[config.mk]
export PLATFORM = sky130hd
export DESIGN_NAME = issue_scheduler_nway
export DESIGN_NICKNAME = d
export VERILOG_FILES = /design/src/rtl/issue_scheduler_nway.sv
export SDC_FILE = /design/constraint.sdc
export NUM_CORES = 1
export LEC_CHECK = 0
export ABC_CLOCK_PERIOD_IN_PS = 2520
export BUFFER_PORTS_ARGS = -buffer_cell sky130_fd_sc_hd__buf_2
export CORE_ASPECT_RATIO = 1.5
export CORE_MARGIN = 5
export CORE_UTILIZATION = 44
export DETAILED_ROUTE_END_ITERATION = 7
export PLACE_DENSITY_LB_ADDON = 0.15
export SKIP_CTS_REPAIR_TIMING = 1
export SYNTH_ARGS = -nofsm -noshare
export SYNTH_HDL_FRONTEND = slang
export SYNTH_SLANG_ARGS = --single-unit
[constraint.sdc]
create_clock -name clk -period 2.52 [get_ports clk]
set_clock_uncertainty 0.1 [all_clocks]
set_input_delay 0.756 -clock clk [delete_from_list [all_inputs] [get_ports clk]]
set_output_delay 0.756 -clock clk [all_outputs]
set_load 0.05 [all_outputs]
[src/rtl/issue_scheduler_nway.sv]
// N-lane in-order issue scheduler.
// Holds one fetch bundle, decodes register usage per lane, issues the longest
// hazard-free in-order prefix of the pending lanes each cycle, and inserts
// SPLIT_GAP bubble cycles between the groups of a split bundle.
module issue_scheduler_nway #(
    parameter int ISSUE_WIDTH = 2,
    parameter int XLEN        = 32,
    parameter int SPLIT_GAP   = 1,
    parameter int CNT_W       = 16
) (
    input  logic                        clk,
    input  logic                        rst,
    input  logic                        en,
    input  logic                        bundle_valid,
    input  logic [ISSUE_WIDTH*XLEN-1:0] instr_in,
    output logic                        bundle_ready,
    output logic [ISSUE_WIDTH-1:0]      issue_valid,
    output logic [ISSUE_WIDTH*XLEN-1:0] issue_instr,
    output logic                        stall,
    output logic                        dep_split,
    output logic [CNT_W-1:0]            split_count
);

    localparam int W = ISSUE_WIDTH;

    // Gap counter reload value; only meaningful when SPLIT_GAP > 0.
    localparam logic [1:0] GAP_RELOAD = (SPLIT_GAP > 0) ? 2'(SPLIT_GAP - 1) : 2'd0;

    typedef enum logic [1:0] {
        S_IDLE  = 2'd0,
        S_ISSUE = 2'd1,
        S_GAP   = 2'd2
    } state_t;

    state_t              r_state;
    logic [W-1:0]        r_pending;
    logic [W*XLEN-1:0]   r_instr;
    logic [1:0]          r_gap_cnt;
    logic [CNT_W-1:0]    r_split_count;

    logic [4:0]          w_rd  [W];
    logic [4:0]          w_rs1 [W];
    logic [4:0]          w_rs2 [W];
    logic [W-1:0]        w_rd_use;
    logic [W-1:0]        w_rs1_use;
    logic [W-1:0]        w_rs2_use;
    logic [W-1:0]        w_in_nonzero;
    logic [W-1:0]        w_hazard;
    logic [W-1:0]        w_issue;
    logic                w_can_issue;
    logic                w_all_issue;
    logic                w_load;

    // Per-lane decode of the held instruction; x0 uses are dropped here so the
    // hazard logic never has to special-case register 0.
    for (genvar gi = 0; gi < W; gi++) begin : g_lane
        logic [XLEN-1:0] w_lane;
        logic            w_dec_rd;
        logic            w_dec_rs1;
        logic            w_dec_rs2;

        assign w_lane = r_instr[gi*XLEN +: XLEN];

        // Classify the opcode into which register fields it actually uses.
        always_comb begin
            w_dec_rd  = 1'b0;
            w_dec_rs1 = 1'b0;
            w_dec_rs2 = 1'b0;
            case (w_lane[6:0])
                7'b0110011: begin
                    w_dec_rd  = 1'b1;
                    w_dec_rs1 = 1'b1;
                    w_dec_rs2 = 1'b1;
                end
                7'b0010011, 7'b0000011, 7'b1100111: begin
                    w_dec_rd  = 1'b1;
                    w_dec_rs1 = 1'b1;
                end
                7'b0100011, 7'b1100011: begin
                    w_dec_rs1 = 1'b1;
                    w_dec_rs2 = 1'b1;
                end
                7'b0110111, 7'b0010111, 7'b1101111: begin
                    w_dec_rd  = 1'b1;
                end
                default: ;
            endcase
        end

        assign w_rd[gi]         = w_lane[11:7];
        assign w_rs1[gi]        = w_lane[19:15];
        assign w_rs2[gi]        = w_lane[24:20];
        assign w_rd_use[gi]     = w_dec_rd  & (w_lane[11:7]  != 5'd0);
        assign w_rs1_use[gi]    = w_dec_rs1 & (w_lane[19:15] != 5'd0);
        assign w_rs2_use[gi]    = w_dec_rs2 & (w_lane[24:20] != 5'd0);
        assign w_in_nonzero[gi] = |instr_in[gi*XLEN +: XLEN];
    end

    // A lane is hazarded by any still-pending earlier lane writing a register
    // it reads (RAW) or also writes (WAW); issued-this-cycle lanes are still
    // pending here, so same-cycle conflicts are covered too.
    always_comb begin
        w_hazard = '0;
        for (int j = 1; j < W; j++) begin
            for (int i = 0; i < j; i++) begin
                if (r_pending[i] && w_rd_use[i] &&
                    ((w_rs1_use[j] && (w_rs1[j] == w_rd[i])) ||
                     (w_rs2_use[j] && (w_rs2[j] == w_rd[i])) ||
                     (w_rd_use[j]  && (w_rd[j]  == w_rd[i])))) begin
                    w_hazard[j] = 1'b1;
                end
            end
        end
    end

    assign w_can_issue = en && (r_state == S_ISSUE);

    // Strict in-order selection: the first pending lane that cannot issue
    // blocks every later lane.
    always_comb begin
        logic v_blocked;
        v_blocked = 1'b0;
        w_issue   = '0;
        for (int j = 0; j < W; j++) begin
            w_issue[j] = w_can_issue && r_pending[j] && !w_hazard[j] && !v_blocked;
            if (r_pending[j] && !w_issue[j]) begin
                v_blocked = 1'b1;
            end
        end
    end

    assign w_all_issue  = ((r_pending & ~w_issue) == '0);
    assign bundle_ready = en && ((r_state == S_IDLE) || ((r_state == S_ISSUE) && w_all_issue));
    assign stall        = en && (r_state != S_IDLE) && !bundle_ready;
    assign dep_split    = w_can_issue && !w_all_issue;
    assign w_load       = bundle_valid && bundle_ready;
    assign issue_valid  = w_issue;
    assign issue_instr  = r_instr;
    assign split_count  = r_split_count;

    // Scheduler state machine: load, issue groups, bubble gaps, split counting.
    always_ff @(posedge clk) begin
        if (rst) begin
            r_state       <= S_IDLE;
            r_pending     <= '0;
            r_instr       <= '0;
            r_gap_cnt     <= 2'd0;
            r_split_count <= '0;
        end else if (en) begin
            if (dep_split && (r_split_count != {CNT_W{1'b1}})) begin
                r_split_count <= r_split_count + 1'b1;
            end
            case (r_state)
                S_IDLE: begin
                    if (w_load) begin
                        r_instr   <= instr_in;
                        r_pending <= w_in_nonzero;
                        r_state   <= (|w_in_nonzero) ? S_ISSUE : S_IDLE;
                    end
                end
                S_ISSUE: begin
                    if (w_all_issue) begin
                        if (w_load) begin
                            r_instr   <= instr_in;
                            r_pending <= w_in_nonzero;
                            r_state   <= (|w_in_nonzero) ? S_ISSUE : S_IDLE;
                        end else begin
                            r_pending <= '0;
                            r_state   <= S_IDLE;
                        end
                    end else begin
                        r_pending <= r_pending & ~w_issue;
                        if (SPLIT_GAP > 0) begin
                            r_state   <= S_GAP;
                            r_gap_cnt <= GAP_RELOAD;
                        end
                    end
                end
                S_GAP: begin
                    if (r_gap_cnt == 2'd0) begin
                        r_state <= S_ISSUE;
                    end else begin
                        r_gap_cnt <= r_gap_cnt - 2'd1;
                    end
                end
                default: r_state <= S_IDLE;
            endcase
        end
    end

endmodule

==> impl_metrics.toml <==
[critical_path]
required_ns = 1.66
critical_path_class = "reg2out"
worstPathMaxFanout = 3
worstPathArrival_ns = 2.21
crit_path_start = "issue_instr[8]"
rr_worst_depth = 12
r2r_start = "issue_instr[8]"
start_kind = "flop"
critPathCaptureType = "primary output"

[hold_path]
holdCritPathClass = "reg2reg"
min_delay_path_depth = 2
min_from = "issue_instr[19]"

[placed_design]
placed_cell_area_mm2 = 0.00556
gp_congestion = 0.867
dp_hpwl_um = 9390
dp.cells = 755
port_buffers = 152

[drt]
viasPerCell = 5.21
wl_per_cell_um = 15.7
finalWirelength_um = 12100
drt-pass1-iter-count = 5
ant_nets = 0
drc = 0
drt_iter0_drc = 94
vias = 4024

[synth]
ys_seq_area_frac = 0.431
syn_nets = 505
yosys_register_bits = 86
avgSynthCellArea_um2 = 9.18
ys_warn_count = 0
synth_cell_types = 49
synth_edf_count = 0
syn_inst = 435
async_reset_ff_frac = 0
yosys_most_used_dff = "dfxtp_1"
syn_area_mm2 = 0.00399

[run_status]
violations = "setup timing"
run_status = "complete, but fails checks"

[timing]
fmax_mhz = 326
layout_setup_ws_ns = -0.543
post-route-min-period_ns = 3.06
rsz0062_at_grt = "yes"
finalHoldViolCount = 0
tightest_slew_ns = 0.532
finalSetupViolCount = 70
fin_crit_sh = 1.22
max_slew_margin = 0.641
holdWs_ns = 0.386
finalMaxSlewViolations = 0

[clocking]
clk-insertion-delay-late_ns = 0.34
cts_root_buf = "clkbuf_16"
numCtsBuffers = 9
clockBufferDepth = 2
clkSlewWorstSetupHoldPaths_ns = 0.06
cts_sinks = 86
cts_tree = "done"
h-tree-depth = 3

[power_and_ir_drop]
ir_drop_uv = 434
power.leakage_nw = 2.76
cellPowerDensity_mw_per_mm2 = 562

[final_layout]
nNetsFinal = 728
fillers = 721
postLayoutCellArea_mm2 = 0.00613
drive_above_1_share = 0.471
multi_input_area_mm2 = 0.00237
syn_to_final_growth_pct = 53.5
stdcell_count = 773
antenna_cells = 0
seq_area_mm2 = 0.00178
finish.utilization = 0.694

[grt]
grt_pass1_vias = 4020
grtUsageTotal = 0.210
grt_max_degree = 33
antenna_found_initial = 0
overflow = 0
grt_pass1_wl_um = 18600

[floorplanning]
dieArea_mm2 = 0.0111
start_util = 0.452
core_area_mm2 = 0.00883
rows = 42
die_h_um = 127
ioPinCount = 153
die_w_um = 87.8

[flow_run]
cap_violations = 0
==> per-layer routing <==
layer,track usage,part of all wire,vias to the layer above
met5,0,0,-
met1,0.223,0.37,1892
met3,0.0448,0.053,25
li1,-,-,1993
met2,0.388,0.55,114
met4,0.0912,0.025,0
==> placed cells by master, fill, tap and decap left out, types with 12 or more instances in the layout <==
master   instances
mux2i_1         65
nand2_1         22
nand3_1         12
nor2_1          89
xnor2_1         12
buf_2          148
dfxtp_2         17
nor4_1          18
buf_4           72
dfxtp_1         59
==> critical path, cell delays in order (launching register included) <==
cell and delay [ns]:
dfxtp_4 0.35, buf_6 0.13, xnor2_1 0.24, nand2_2 0.13
a2111oi_4 0.32, o31a_1 0.23, nor2b_4 0.19, buf_6 0.11
nor3_4 0.03, buf_6 0.15
==> path summary, 6_finish.rpt <==
check	to	slack, ns
max reg2reg	split_count[15]	-0.13
min reg2reg	issue_instr[19]	0.39
min	issue_instr[19]	0.39
max	bundle_ready	-0.54
==> sequential cells by signal, indices dropped and copies added (netlist names) <==
register	cells
issue_instr	64
r_gap_cnt	2
r_pending	2
r_state	2
split_count	16
==> synth_stat cells, types with 2 or more instances <==
library cell   n  area [um^2]
a21oi_1        9         45.0
nand2b_1       2         12.5
and2_1         2         12.5
xnor2_1       16          140
clkbuf_1      11         41.3
nor2b_1        7         43.8
and4b_1        2         20.0
dfxtp_1       86         1720
o41ai_1        3         26.3
mux2i_1       65          651
nor4_1        20          125
a211oi_1       3         22.5
a2111oi_2      3         45.0
ha_1           2         25.0
or3_1          2         12.5
xor2_1         6         52.6
o211a_1        2         20.0
nand2_1       24         90.1
o211ai_1       2         15.0
inv_1          8         30.0
o31ai_1        2         15.0
nand4_1        6         37.5
buf_2          3         15.0
buf_4          3         22.5
o21a_1         2         15.0
buf_8          3         45.0
and3b_1        2         17.5
nand4b_1       2         17.5
o21ai_0        4         20.0
nor2_1        93          349
nand3_1       12         60.1
nor3_1         6         30.0
a2111oi_0      3         26.3
or4_1          4         30.0
==> power by group <==
part	leakage [nW]	total, mW	internal (mW)	switching [mW]
Sequential	0.716	1.46	1.41	0.0479
Combinational	1.89	0.669	0.267	0.402
Clock	0.154	1.32	0.782	0.534
==> cell type report <==
cell class / count / area share
Clock buffer: 12 / 0.0453
Clock inverter: 4 / 0.00449
Inverter: 8 / 0.00490
Multi-Input combinational cell: 319 / 0.388
Sequential cell: 86 / 0.291
Tap cell: 110 / 0.0225
Timing Repair Buffer: 234 / 0.245
==> per-stage QoR <==
step	setup TNS (ns)	power, mW	setup slack [ns]
after floorplan	-1.64	1.87	-0.304
after global placement	-2.25	2.10	-0.236
after detailed placement	-1.43	2.11	-0.278
after CTS	-3.79	3.43	-0.652
after global routing	-14.04	3.60	-0.640
final	-5.80	3.44	-0.543
==> kinds of logic (layout without fill, tap and decap cells) <==
group,count (synthesis),after routing,share of synthesized area
AOI/OAI and AO/OA,41,41,0.0824
xor gates and xnor gates,22,22,0.0483
adders and majority gates,2,2,0.00627
buffers and inverters,30,258,0.0426
DFF,86,86,0.431
muxes,66,66,0.166
and+or+nand+nor,188,188,0.223
Power figures use the tool's default switching activity.
